===== config.mk =====
export PLATFORM = sky130hd
export DESIGN_NAME = mem_port_arbiter_flat
export DESIGN_NICKNAME = d
export VERILOG_FILES = /design/src/rtl/mem_port_arbiter_if.sv /design/src/rtl/mem_port_arbiter.sv /design/src/flat_wrapper.sv
export SDC_FILE = /design/constraint.sdc
export NUM_CORES = 1
export LEC_CHECK = 0
export ABC_CLOCK_PERIOD_IN_PS = 4000
export CAP_MARGIN = 10
export CORE_MARGIN = 2
export CORE_UTILIZATION = 45
export DETAILED_ROUTE_END_ITERATION = 16
export GPL_ROUTABILITY_DRIVEN = 0
export GPL_TIMING_DRIVEN = 1
export PLACE_DENSITY = 0.94
export REMOVE_ABC_BUFFERS = 1
export SETUP_SLACK_MARGIN = 0.2
export SKIP_CTS_REPAIR_TIMING = 1
export SYNTH_ARGS = -nofsm -noshare
export SYNTH_HDL_FRONTEND = slang
export SYNTH_SLANG_ARGS = --single-unit

===== constraint.sdc =====
create_clock -name clk -period 4 [get_ports clk]
set_input_delay 0.8 -clock clk [delete_from_list [all_inputs] [get_ports clk]]
set_output_delay 0.8 -clock clk [all_outputs]
set_load 0.01 [all_outputs]

===== src/rtl/mem_port_arbiter_if.sv =====
// Bus bundle between the CPU-side requesters, the arbiter and the unified
// single-port memory. The arbiter uses the master modport (it masters the
// memory and answers both requesters); the surrounding system uses slave.
interface mem_port_arbiter_if #(
  parameter int AW = 10,
  parameter int DW = 32
);
  // Instruction-fetch requester
  logic          if_req;
  logic [AW-1:0] if_addr;
  logic          if_ack;
  logic [DW-1:0] if_rdata;

  // Load/store requester
  logic          dm_req;
  logic          dm_we;
  logic [AW-1:0] dm_addr;
  logic [DW-1:0] dm_wdata;
  logic          dm_ack;
  logic [DW-1:0] dm_rdata;

  // Memory array side
  logic          mem_en;
  logic          mem_we;
  logic [AW-1:0] mem_addr;
  logic [DW-1:0] mem_wdata;
  logic [DW-1:0] mem_rdata;

  // Status
  logic          busy;

  modport master (
    input  if_req, if_addr, dm_req, dm_we, dm_addr, dm_wdata, mem_rdata,
    output if_ack, if_rdata, dm_ack, dm_rdata,
           mem_en, mem_we, mem_addr, mem_wdata, busy
  );

  modport slave (
    output if_req, if_addr, dm_req, dm_we, dm_addr, dm_wdata, mem_rdata,
    input  if_ack, if_rdata, dm_ack, dm_rdata,
           mem_en, mem_we, mem_addr, mem_wdata, busy
  );
endinterface


===== src/rtl/mem_port_arbiter.sv =====
// mem_port_arbiter: shares one single-port memory between the fetch port and
// the load/store port. Every access walks IDLE -> ISSUE -> WAIT -> RESP.
// The data port wins ties unless the fetch port has lost STARVE_MAX
// arbitrations in a row.
// Optional grant statistics: define MEM_PORT_ARBITER_STATS_EN to add the
// if_grant_cnt / dm_grant_cnt output counters.
module mem_port_arbiter #(
  parameter int AW         = 10,
  parameter int DW         = 32,
  parameter int MEM_LAT    = 1,
  parameter int STARVE_MAX = 4
) (
  input  logic                 clk,
  input  logic                 reset,
  mem_port_arbiter_if.master   bus
`ifdef MEM_PORT_ARBITER_STATS_EN
  ,
  output logic [15:0]          if_grant_cnt,
  output logic [15:0]          dm_grant_cnt
`endif
);

  localparam logic [3:0] MEM_LAT_C    = 4'(MEM_LAT);
  localparam logic [3:0] STARVE_MAX_C = 4'(STARVE_MAX);

  typedef enum logic [1:0] {
    ST_IDLE,
    ST_ISSUE,
    ST_WAIT,
    ST_RESP
  } state_t;

  state_t     state_q, state_d;
  logic       grant_if, grant_dm;
  logic       win_if_q;     // 1: current access belongs to the fetch port
  logic       we_q;         // latched write flag of the current access
  logic [3:0] lat_cnt;
  logic [3:0] starve_cnt;

  // Arbitration: only meaningful in IDLE; requests elsewhere are ignored.
  always_comb begin
    // NOTE: every always_comb output gets a default first so no path can
    // leave it unassigned and infer a latch.
    grant_if = 1'b0;
    grant_dm = 1'b0;
    if (state_q == ST_IDLE) begin
      if (bus.if_req && (!bus.dm_req || starve_cnt == STARVE_MAX_C)) begin
        grant_if = 1'b1;
      end else if (bus.dm_req) begin
        grant_dm = 1'b1;
      end
    end
  end

  // FSM state register.
  always_ff @(posedge clk) begin
    // NOTE: sequential state uses non-blocking assignments so every register
    // samples the pre-edge values regardless of process ordering.
    if (reset) state_q <= ST_IDLE;
    else       state_q <= state_d;
  end

  // FSM next-state logic.
  always_comb begin
    state_d = state_q;
    unique case (state_q)
      ST_IDLE:  if (grant_if || grant_dm) state_d = ST_ISSUE;
      ST_ISSUE: state_d = ST_WAIT;
      ST_WAIT:  if (lat_cnt == 4'd1) state_d = ST_RESP;
      ST_RESP:  state_d = ST_IDLE;
    endcase
  end

  // FSM outputs: strobes and acks are pure decodes of the state.
  always_comb begin
    bus.mem_en = (state_q == ST_ISSUE);
    bus.mem_we = (state_q == ST_ISSUE) && we_q;
    bus.if_ack = (state_q == ST_RESP) &&  win_if_q;
    bus.dm_ack = (state_q == ST_RESP) && !win_if_q;
    bus.busy   = (state_q != ST_IDLE);
  end

  // Access datapath: latch the winner on grant, count latency, capture data.
  always_ff @(posedge clk) begin
    if (reset) begin
      win_if_q      <= 1'b0;
      we_q          <= 1'b0;
      lat_cnt       <= '0;
      bus.mem_addr  <= '0;
      bus.mem_wdata <= '0;
      bus.if_rdata  <= '0;
      bus.dm_rdata  <= '0;
    end else begin
      case (state_q)
        ST_IDLE: begin
          if (grant_if) begin
            win_if_q     <= 1'b1;
            we_q         <= 1'b0;          // fetch is always a read
            bus.mem_addr <= bus.if_addr;
          end else if (grant_dm) begin
            win_if_q      <= 1'b0;
            we_q          <= bus.dm_we;
            bus.mem_addr  <= bus.dm_addr;
            bus.mem_wdata <= bus.dm_wdata;
          end
        end
        ST_ISSUE: lat_cnt <= MEM_LAT_C;
        ST_WAIT: begin
          lat_cnt <= lat_cnt - 4'd1;
          // Last WAIT cycle: memory data is valid now; writes leave rdata alone.
          if (lat_cnt == 4'd1 && !we_q) begin
            if (win_if_q) bus.if_rdata <= bus.mem_rdata;
            else          bus.dm_rdata <= bus.mem_rdata;
          end
        end
        default: ;
      endcase
    end
  end

  // Starvation counter: counts consecutive contended arbitrations lost by fetch.
  always_ff @(posedge clk) begin
    if (reset) begin
      starve_cnt <= '0;
    end else if (grant_if) begin
      starve_cnt <= '0;
    end else if (grant_dm && bus.if_req && starve_cnt != STARVE_MAX_C) begin
      starve_cnt <= starve_cnt + 4'd1;
    end
  end

`ifdef MEM_PORT_ARBITER_STATS_EN
  // Grant statistics: free-running, wrapping per-port grant counters.
  always_ff @(posedge clk) begin
    if (reset) begin
      if_grant_cnt <= '0;
      dm_grant_cnt <= '0;
    end else begin
      if (grant_if) if_grant_cnt <= if_grant_cnt + 16'd1;
      if (grant_dm) dm_grant_cnt <= dm_grant_cnt + 16'd1;
    end
  end
`endif

endmodule


===== src/flat_wrapper.sv =====
// flat-port wrapper written by rule: the top's interface ports become plain ports
module mem_port_arbiter_flat 
#(
  parameter int AW         = 10,
  parameter int DW         = 32,
  parameter int MEM_LAT    = 1,
  parameter int STARVE_MAX = 4
)
  (clk, reset, bus_if_req, bus_if_addr, bus_dm_req, bus_dm_we, bus_dm_addr, bus_dm_wdata, bus_mem_rdata, bus_if_ack, bus_if_rdata, bus_dm_ack, bus_dm_rdata, bus_mem_en, bus_mem_we, bus_mem_addr, bus_mem_wdata, bus_busy);
  mem_port_arbiter_if #(.AW(AW), .DW(DW)) bus_i ();
  input  logic clk;
  input  logic reset;
  input wire logic [$bits(bus_i.if_req)-1:0] bus_if_req;
  input wire logic [$bits(bus_i.if_addr)-1:0] bus_if_addr;
  input wire logic [$bits(bus_i.dm_req)-1:0] bus_dm_req;
  input wire logic [$bits(bus_i.dm_we)-1:0] bus_dm_we;
  input wire logic [$bits(bus_i.dm_addr)-1:0] bus_dm_addr;
  input wire logic [$bits(bus_i.dm_wdata)-1:0] bus_dm_wdata;
  input wire logic [$bits(bus_i.mem_rdata)-1:0] bus_mem_rdata;
  output wire logic [$bits(bus_i.if_ack)-1:0] bus_if_ack;
  output wire logic [$bits(bus_i.if_rdata)-1:0] bus_if_rdata;
  output wire logic [$bits(bus_i.dm_ack)-1:0] bus_dm_ack;
  output wire logic [$bits(bus_i.dm_rdata)-1:0] bus_dm_rdata;
  output wire logic [$bits(bus_i.mem_en)-1:0] bus_mem_en;
  output wire logic [$bits(bus_i.mem_we)-1:0] bus_mem_we;
  output wire logic [$bits(bus_i.mem_addr)-1:0] bus_mem_addr;
  output wire logic [$bits(bus_i.mem_wdata)-1:0] bus_mem_wdata;
  output wire logic [$bits(bus_i.busy)-1:0] bus_busy;
  assign bus_i.if_req = bus_if_req;
  assign bus_i.if_addr = bus_if_addr;
  assign bus_i.dm_req = bus_dm_req;
  assign bus_i.dm_we = bus_dm_we;
  assign bus_i.dm_addr = bus_dm_addr;
  assign bus_i.dm_wdata = bus_dm_wdata;
  assign bus_i.mem_rdata = bus_mem_rdata;
  assign bus_if_ack = bus_i.if_ack;
  assign bus_if_rdata = bus_i.if_rdata;
  assign bus_dm_ack = bus_i.dm_ack;
  assign bus_dm_rdata = bus_i.dm_rdata;
  assign bus_mem_en = bus_i.mem_en;
  assign bus_mem_we = bus_i.mem_we;
  assign bus_mem_addr = bus_i.mem_addr;
  assign bus_mem_wdata = bus_i.mem_wdata;
  assign bus_busy = bus_i.busy;
  mem_port_arbiter #(.AW(AW), .DW(DW), .MEM_LAT(MEM_LAT), .STARVE_MAX(STARVE_MAX)) u_core (.clk(clk), .reset(reset), .bus(bus_i));
endmodule

==> flow_metrics.py, run 1 <==
metrics = {
    "setup_path": {
        "rrSetupSlack_ns": 1.49,
        "required_ns": 3.20,
        "r2r_cells": 6,
        "path_class": "reg2out",
        "cp_data_arrival_time_ns": 1.86,
        "setup.worst_path.start_class": "register",
        "r2r_start": "u_core.state_q[0]$_SDFFE_PP0P_",
        "worstReg2RegEnd": "u_core.bus.dm_rdata[27]$_SDFFE_PP0P_",
        "cp-end-kind": "output pin",
        "critPathMaxFanout": 4,
    },
    "floorplanning": {
        "chipHeight_um": 104,
        "core_um2": 9680,
        "rows": 36,
        "io_pins": 200,
        "dieArea_um2": 10700,
        "die_w_um": 104,
        "start_util": 0.460,
    },
    "synth": {
        "yosysWarnings": 0,
        "ys_seq_area_frac": 0.530,
        "mappedNetlistArea_um2": 4460,
        "ys_ff_latch": 118,
        "synth_top_cell_by_area": "dfxtp_1",
        "synth_cells": 559,
        "ys_types": 33,
        "synth_top_cell_area_share": 0.530,
        "synth_area_leaders": "dfxtp_1 53%, nand2_1 17%, a21oi_1 12%",
        "syn_avg_cell_area_um2": 7.97,
    },
    "timing": {
        "fin_crit_ns": 2.66,
        "whs_ns": 0.452,
        "rsz0062_at_grt": "false",
        "fin_skew_ns": 0.00935,
        "slew-limit-headroom": 0.199,
        "fin_crit_sh": 0.666,
        "hold_viol_final": 0,
        "slew_viol_final": 0,
        "setup_violations": 0,
        "fin_setup_tns_ns": 0,
        "fmax_mhz": 375,
        "tightest_slew_ns": 1.20,
    },
    "placement": {
        "postPlaceCellArea_um2": 6470,
        "port_buffers": 199,
        "dp_hpwl_um": 9110,
        "placedCellCount": 856,
    },
    "power_and_ir_drop": {
        "max-vdd-ir-drop_mv": 0.400,
        "p_per_area_nw_per_um2": 542,
        "leakagePower_nw": 2.50,
        "switching_share": 0.283,
        "pwr-share-clk": 0.397,
        "power.total_mw": 3.83,
        "p_switching_mw": 1.08,
        "power_frac_comb": 0.241,
        "intPower_mw": 2.75,
        "p_seq_frac": 0.363,
    },
    "final_layout": {
        "nets": 840,
        "area_delta_synth_final_pct": 58.7,
        "final_area_um2": 7070,
        "drive_above_1_share": 0.0531,
        "antenna_cells": 0,
        "layout.cells.non_filler": 887,
        "nFillCells": 636,
    },
    "clock_network": {
        "cts_root_buffer": "clkbuf_8",
        "clockBufferDepth": 2,
        "clk_transition_reported_paths_ns": 0.05,
        "insertion_delay_ns": 0.51,
        "cts_made_buffers": 17,
        "cts.sinks": 118,
        "cts.htree.levels": 4,
        "cts_tree": "built",
    },
    "grt": {
        "grt_pass1_wl_um": 22200,
        "grt-ovfl-total": 0,
        "track_usage": 0.254,
        "antenna_found_initial": 0,
        "first_global_vias": 4527,
        "grt_max_degree": 119,
    },
    "drt": {
        "drt-vias-per-instance": 5.21,
        "num_vias": 4618,
        "drt-total-wl_um": 13600,
        "ant_nets": 0,
        "drcViolationCount": 0,
        "first_pass_iters": 7,
        "drtIter0Drc": 252,
        "wl_per_cell_um": 15.4,
    },
    "run_status": {
        "status": "finished clean",
    },
    "worst_hold_path": {
        "hold_class": "reg2reg",
        "hold_depth": 2,
        "hold_start": "u_core.bus.if_rdata[5]$_SDFFE_PP0P_",
        "min_to": "u_core.bus.if_rdata[5]$_SDFFE_PP0P_",
    },
    "run": {
        "max-cap-violations": 0,
    },
}
layer usage:
metal | vias to the layer above | share of wire | global-route usage | routed length [µm]
met3 | 28 | 0.096 | 0.0982 | 1310
li1 | 2204 | - | - | -
met4 | 0 | 0.019 | 0.0792 | 264
met2 | 247 | 0.49 | 0.434 | 6620
met1 | 2139 | 0.40 | 0.295 | 5440
met5 | - | 0 | 0 | 0
synthesized netlist by cell type (all sizes together):
master  instances
nor4            2
nand3           6
ha              9
clkbuf         23
o21ai           4
or3             1
mux2i           2
xnor2           1
nand2         205
xor2            1
nand2b          2
o22ai           1
a211oi         12
nand4           1
inv             9
a21boi          1
or4             2
nor3            4
and2            3
and3            1
nand3b          1
nand4b          2
nor3b           1
dfxtp         118
a21oi         110
nor2b           2
buf            16
a21bo           1
o32a            1
nor2           17
metrics by stage:
stage | setup WS, ns | utilization
2_1_floorplan | 1.59 | -
3_3_place_gp | 1.13 | 0.668
3_5_place_dp | 1.04 | 0.668
4_1_cts | 1.30 | 0.730
5_1_grt | 1.21 | 0.730
6_report | 1.34 | 0.730
critical path, cell delays in order (launching register included):
cell and delay (ns):
dfxtp_1 0.39, inv_1 0.10, ha_1 0.26, inv_1 0.09
clkdlybuf4s50_1 0.53
sequential cells by signal (all words and copies together), names as in the netlist:
| signal | count |
|---|---|
| u_core.bus.dm_rdata | 32 |
| u_core.lat_cnt | 4 |
| u_core.bus.if_rdata | 32 |
| u_core.we_q | 1 |
| u_core.win_if_q | 1 |
| u_core.bus.mem_wdata | 32 |
| u_core.starve_cnt | 4 |
| u_core.state_q | 2 |
| u_core.bus.mem_addr | 10 |
worst max-delay path by stage:
stage / startpoint / endpoint / slack (ns) / depth (start not counted)
6_report: u_core.state_q[0]$_SDFFE_PP0P_ / bus_busy / 1.34 / 4
5_1_grt: u_core.state_q[0]$_SDFFE_PP0P_ / bus_busy / 1.21 / 4
4_1_cts: u_core.state_q[0]$_SDFFE_PP0P_ / bus_busy / 1.30 / 4
3_5_place_dp: bus_dm_req / u_core.bus.mem_wdata[23]$_SDFFE_PP0P_ / 1.04 / 5
3_3_place_gp: bus_dm_req / u_core.bus.mem_wdata[11]$_SDFFE_PP0P_ / 1.13 / 5
2_1_floorplan: u_core.state_q[0]$_SDFFE_PP0P_ / u_core.bus.dm_rdata[0]$_SDFFE_PP0P_ / 1.59 / 6
layout by cell type (no fill, tap or decap), types with 2 or more instances in the layout:
cell and count:
clkbuf_16 16, o21ai_0 4, clkdlybuf4s50_1 198, nand2_1 205, nor2_1 17, ha_1 9, nand4b_1 2, and2_1 3
nor3_1 4, clkbuf_8 5, bufinv_16 3, dfxtp_1 118, clkinv_2 3, nor4_4 2, nand3_1 6, inv_1 8
mux2i_1 2, a21oi_1 110, buf_4 5, a211oi_1 12, nor2b_1 2, clkbuf_1 2, or4_1 2
power groups by stage:
stage | Combinational [mW] | Clock [mW] | Sequential [mW]
after detailed placement | 0.915 | 0 | 1.41
after global routing | 1.01 | 1.60 | 1.40
after floorplan | 0.396 | 0 | 1.44
final | 0.923 | 1.52 | 1.39
after global placement | 0.874 | 0 | 1.40
after CTS | 0.924 | 1.54 | 1.39
logic make-up after synthesis:
family          Yosys count  synth area share
buf+inv                  48            0.0491
flops                   118             0.530
xor+xnor                  2           0.00393
simple gates            250             0.230
compound gates          130             0.157
mux                       2           0.00449
fa+ha+maj                 9            0.0253
cell type report:
type | instances | area [µm²] | share of cell area
Clock inverter | 8 | 121 | 0.0172
Inverter | 9 | 33.8 | 0.00478
Clock buffer | 23 | 477 | 0.0674
Sequential cell | 118 | 2360 | 0.334
Timing Repair Buffer | 203 | 2020 | 0.286
Tap cell | 133 | 166 | 0.0235
Multi-Input combinational cell | 393 | 1890 | 0.268
Power figures use the tool's default switching activity.
==> run 2, diff against run 1 <==
- ABC_CLOCK_PERIOD_IN_PS: 4000 -> 2500
- CORE_UTILIZATION: 45 -> 42
- PLACE_DENSITY: 0.94 -> 0.89
- clock period: 4 -> 2.5 ns (I/O delays scaled with it)
==> flow_metrics.py, run 2 (same netlist as run 1, synthesis figures left out) <==
metrics = {
    "drt": {
        "drt-vias-per-instance": 5.03,
        "num_vias": 4515,
        "ant_nets": 0,
        "drtIter0Drc": 264,
        "drt-total-wl_um": 13100,
        "drcViolationCount": 0,
        "first_pass_iters": 7,
        "wl_per_cell_um": 14.6,
    },
    "timing": {
        "fin_skew_ns": 0.00991,
        "fmax_mhz": 453,
        "fin_setup_tns_ns": 0,
        "fin_crit_ns": 2.21,
        "rsz0062_at_grt": "false",
        "tightest_slew_ns": 0.506,
        "fin_ws_ns": 0.294,
        "fin_crit_sh": 0.882,
        "hold_viol_final": 0,
        "setup_violations": 0,
        "slew_viol_final": 0,
        "slew-limit-headroom": 0.660,
        "whs_ns": 0.413,
    },
    "setup_path": {
        "cp.depth": 2,
        "cp_data_arrival_time_ns": 1.71,
        "endpoint": "bus_if_ack",
        "cp-end-kind": "output pin",
        "critPathMaxFanout": 6,
        "required_ns": 2.00,
        "path_cells": "and2_1 -> clkdlybuf4s50_1",
        "critPathSlowestCell": "clkdlybuf4s50_1",
        "cp_top_family": "buffers and inverters",
        "crit_buf_inv": 1,
        "slowest_delay_ns": 0.53,
        "r2r_cells": 7,
        "rrSetupSlack_ns": 0.48,
        "r2r_start": "u_core.state_q[0]$_SDFFE_PP0P_",
        "setup.worst_path.start_class": "register",
        "path_class": "reg2out",
        "critPathLaunch": "u_core.win_if_q$_SDFFE_PP0P_",
        "worstReg2RegEnd": "u_core.bus.if_rdata[31]$_SDFFE_PP0P_",
    },
    "final_layout": {
        "area_delta_synth_final_pct": 60.3,
        "top_regs": "u_core.bus.dm_rdata: 32 flops, u_core.bus.if_rdata: 32 flops, u_core.bus.mem_wdata: 32 flops",
        "antenna_cells": 0,
        "nets": 846,
        "layout.cells.non_filler": 897,
        "drive_above_1_share": 0.0696,
        "layout_common_cells": "205 x nand2_1, 196 x clkdlybuf4s50_1, 116 x dfxtp_1, 110 x a21oi_1, 17 x nor2_1",
        "final_common_cell": "nand2_1",
        "final_area_um2": 7140,
    },
    "placement": {
        "postPlaceCellArea_um2": 6560,
        "port_buffers": 199,
        "dp_hpwl_um": 9150,
        "placedCellCount": 865,
        "preCtsSetupSlack_ns": 0.355,
    },
    "grt": {
        "antenna_found_initial": 0,
        "first_global_vias": 4488,
        "grt_max_degree": 58,
        "grt_pass1_wl_um": 21300,
        "grt-ovfl-total": 0,
        "track_usage": 0.235,
    },
    "clock_network": {
        "cts_tree": "built",
        "clk_transition_reported_paths_ns": 0.05,
        "cts_root_buffer": "clkbuf_8",
        "cts.htree.levels": 4,
        "cts_made_buffers": 17,
        "clockBufferDepth": 2,
        "cts.sinks": 118,
        "insertion_delay_ns": 0.52,
    },
    "floorplanning": {
        "io_pins": 200,
        "core_um2": 10300,
        "chipHeight_um": 107,
        "die_w_um": 107,
        "dieArea_um2": 11400,
        "rows": 37,
        "start_util": 0.432,
    },
    "run": {
        "max-cap-violations": 0,
    },
    "worst_hold_path": {
        "hold_depth": 2,
        "hold_class": "in2reg",
    },
    "run_status": {
        "status": "finished clean",
    },
    "power_and_ir_drop": {
        "leakagePower_nw": 2.54,
        "max-vdd-ir-drop_mv": 0.415,
        "p_per_area_nw_per_um2": 846,
    },
}
run 2: worst min-delay path by stage:
stage / from / to / slack [ns]
5_1_grt: reset / u_core.bus.if_rdata[14]$_SDFFE_PP0P_ / 0.42
2_1_floorplan: u_core.lat_cnt[3]$_SDFFE_PP0P_ / u_core.lat_cnt[3]$_SDFFE_PP0P_ / 0.44
6_report: reset / u_core.state_q[1]$_SDFFE_PP0P_ / 0.41
3_3_place_gp: u_core.bus.if_rdata[14]$_SDFFE_PP0P_ / u_core.bus.if_rdata[14]$_SDFFE_PP0P_ / 0.44
4_1_cts: reset / u_core.state_q[1]$_SDFFE_PP0P_ / 0.39
3_5_place_dp: u_core.bus.dm_rdata[28]$_SDFFE_PP0P_ / u_core.bus.dm_rdata[28]$_SDFFE_PP0P_ / 0.45
run 2: layout make-up:
cell class	count	area, µm²
clock buffer	18	418
clock inverter	14	150
fill	740	3180
inverter	9	33.8
multi-input combinational	393	1900
sequential	118	2360
tap	136	170
timing repair buffer	209	2110
run 2: layer usage:
layer  track usage  wire (µm)  share of wire  vias up
met5             0          0              0        -
met4        0.0937        276          0.021        0
met3        0.0936       1200          0.092       27
met2         0.396       6300           0.48      199
met1         0.264       5280           0.40     2072
li1              -          -              -     2217
run 2: metrics by stage:
stage / total power [mW] / utilization
floorplan: 2.94 / -
global placement: 3.69 / 0.635
detailed placement: 3.76 / 0.635
CTS: 6.07 / 0.690
global route: 6.34 / 0.692
finish: 6.04 / 0.692
run 2: power by group:
group,total (mW),internal (mW),leakage (nW),switching (mW)
Sequential,2.22,2.09,0.959,0.130
Clock,2.31,1.42,0.272,0.885
Combinational,1.52,0.739,1.31,0.777
Total,6.04,4.25,2.54,1.79
==> run 3, diff against run 2 <==
- HOLD_SLACK_MARGIN: not set -> 0.06
==> results of run 3 <==
The final DEF is identical to that of run 2; final timing and power are the same.
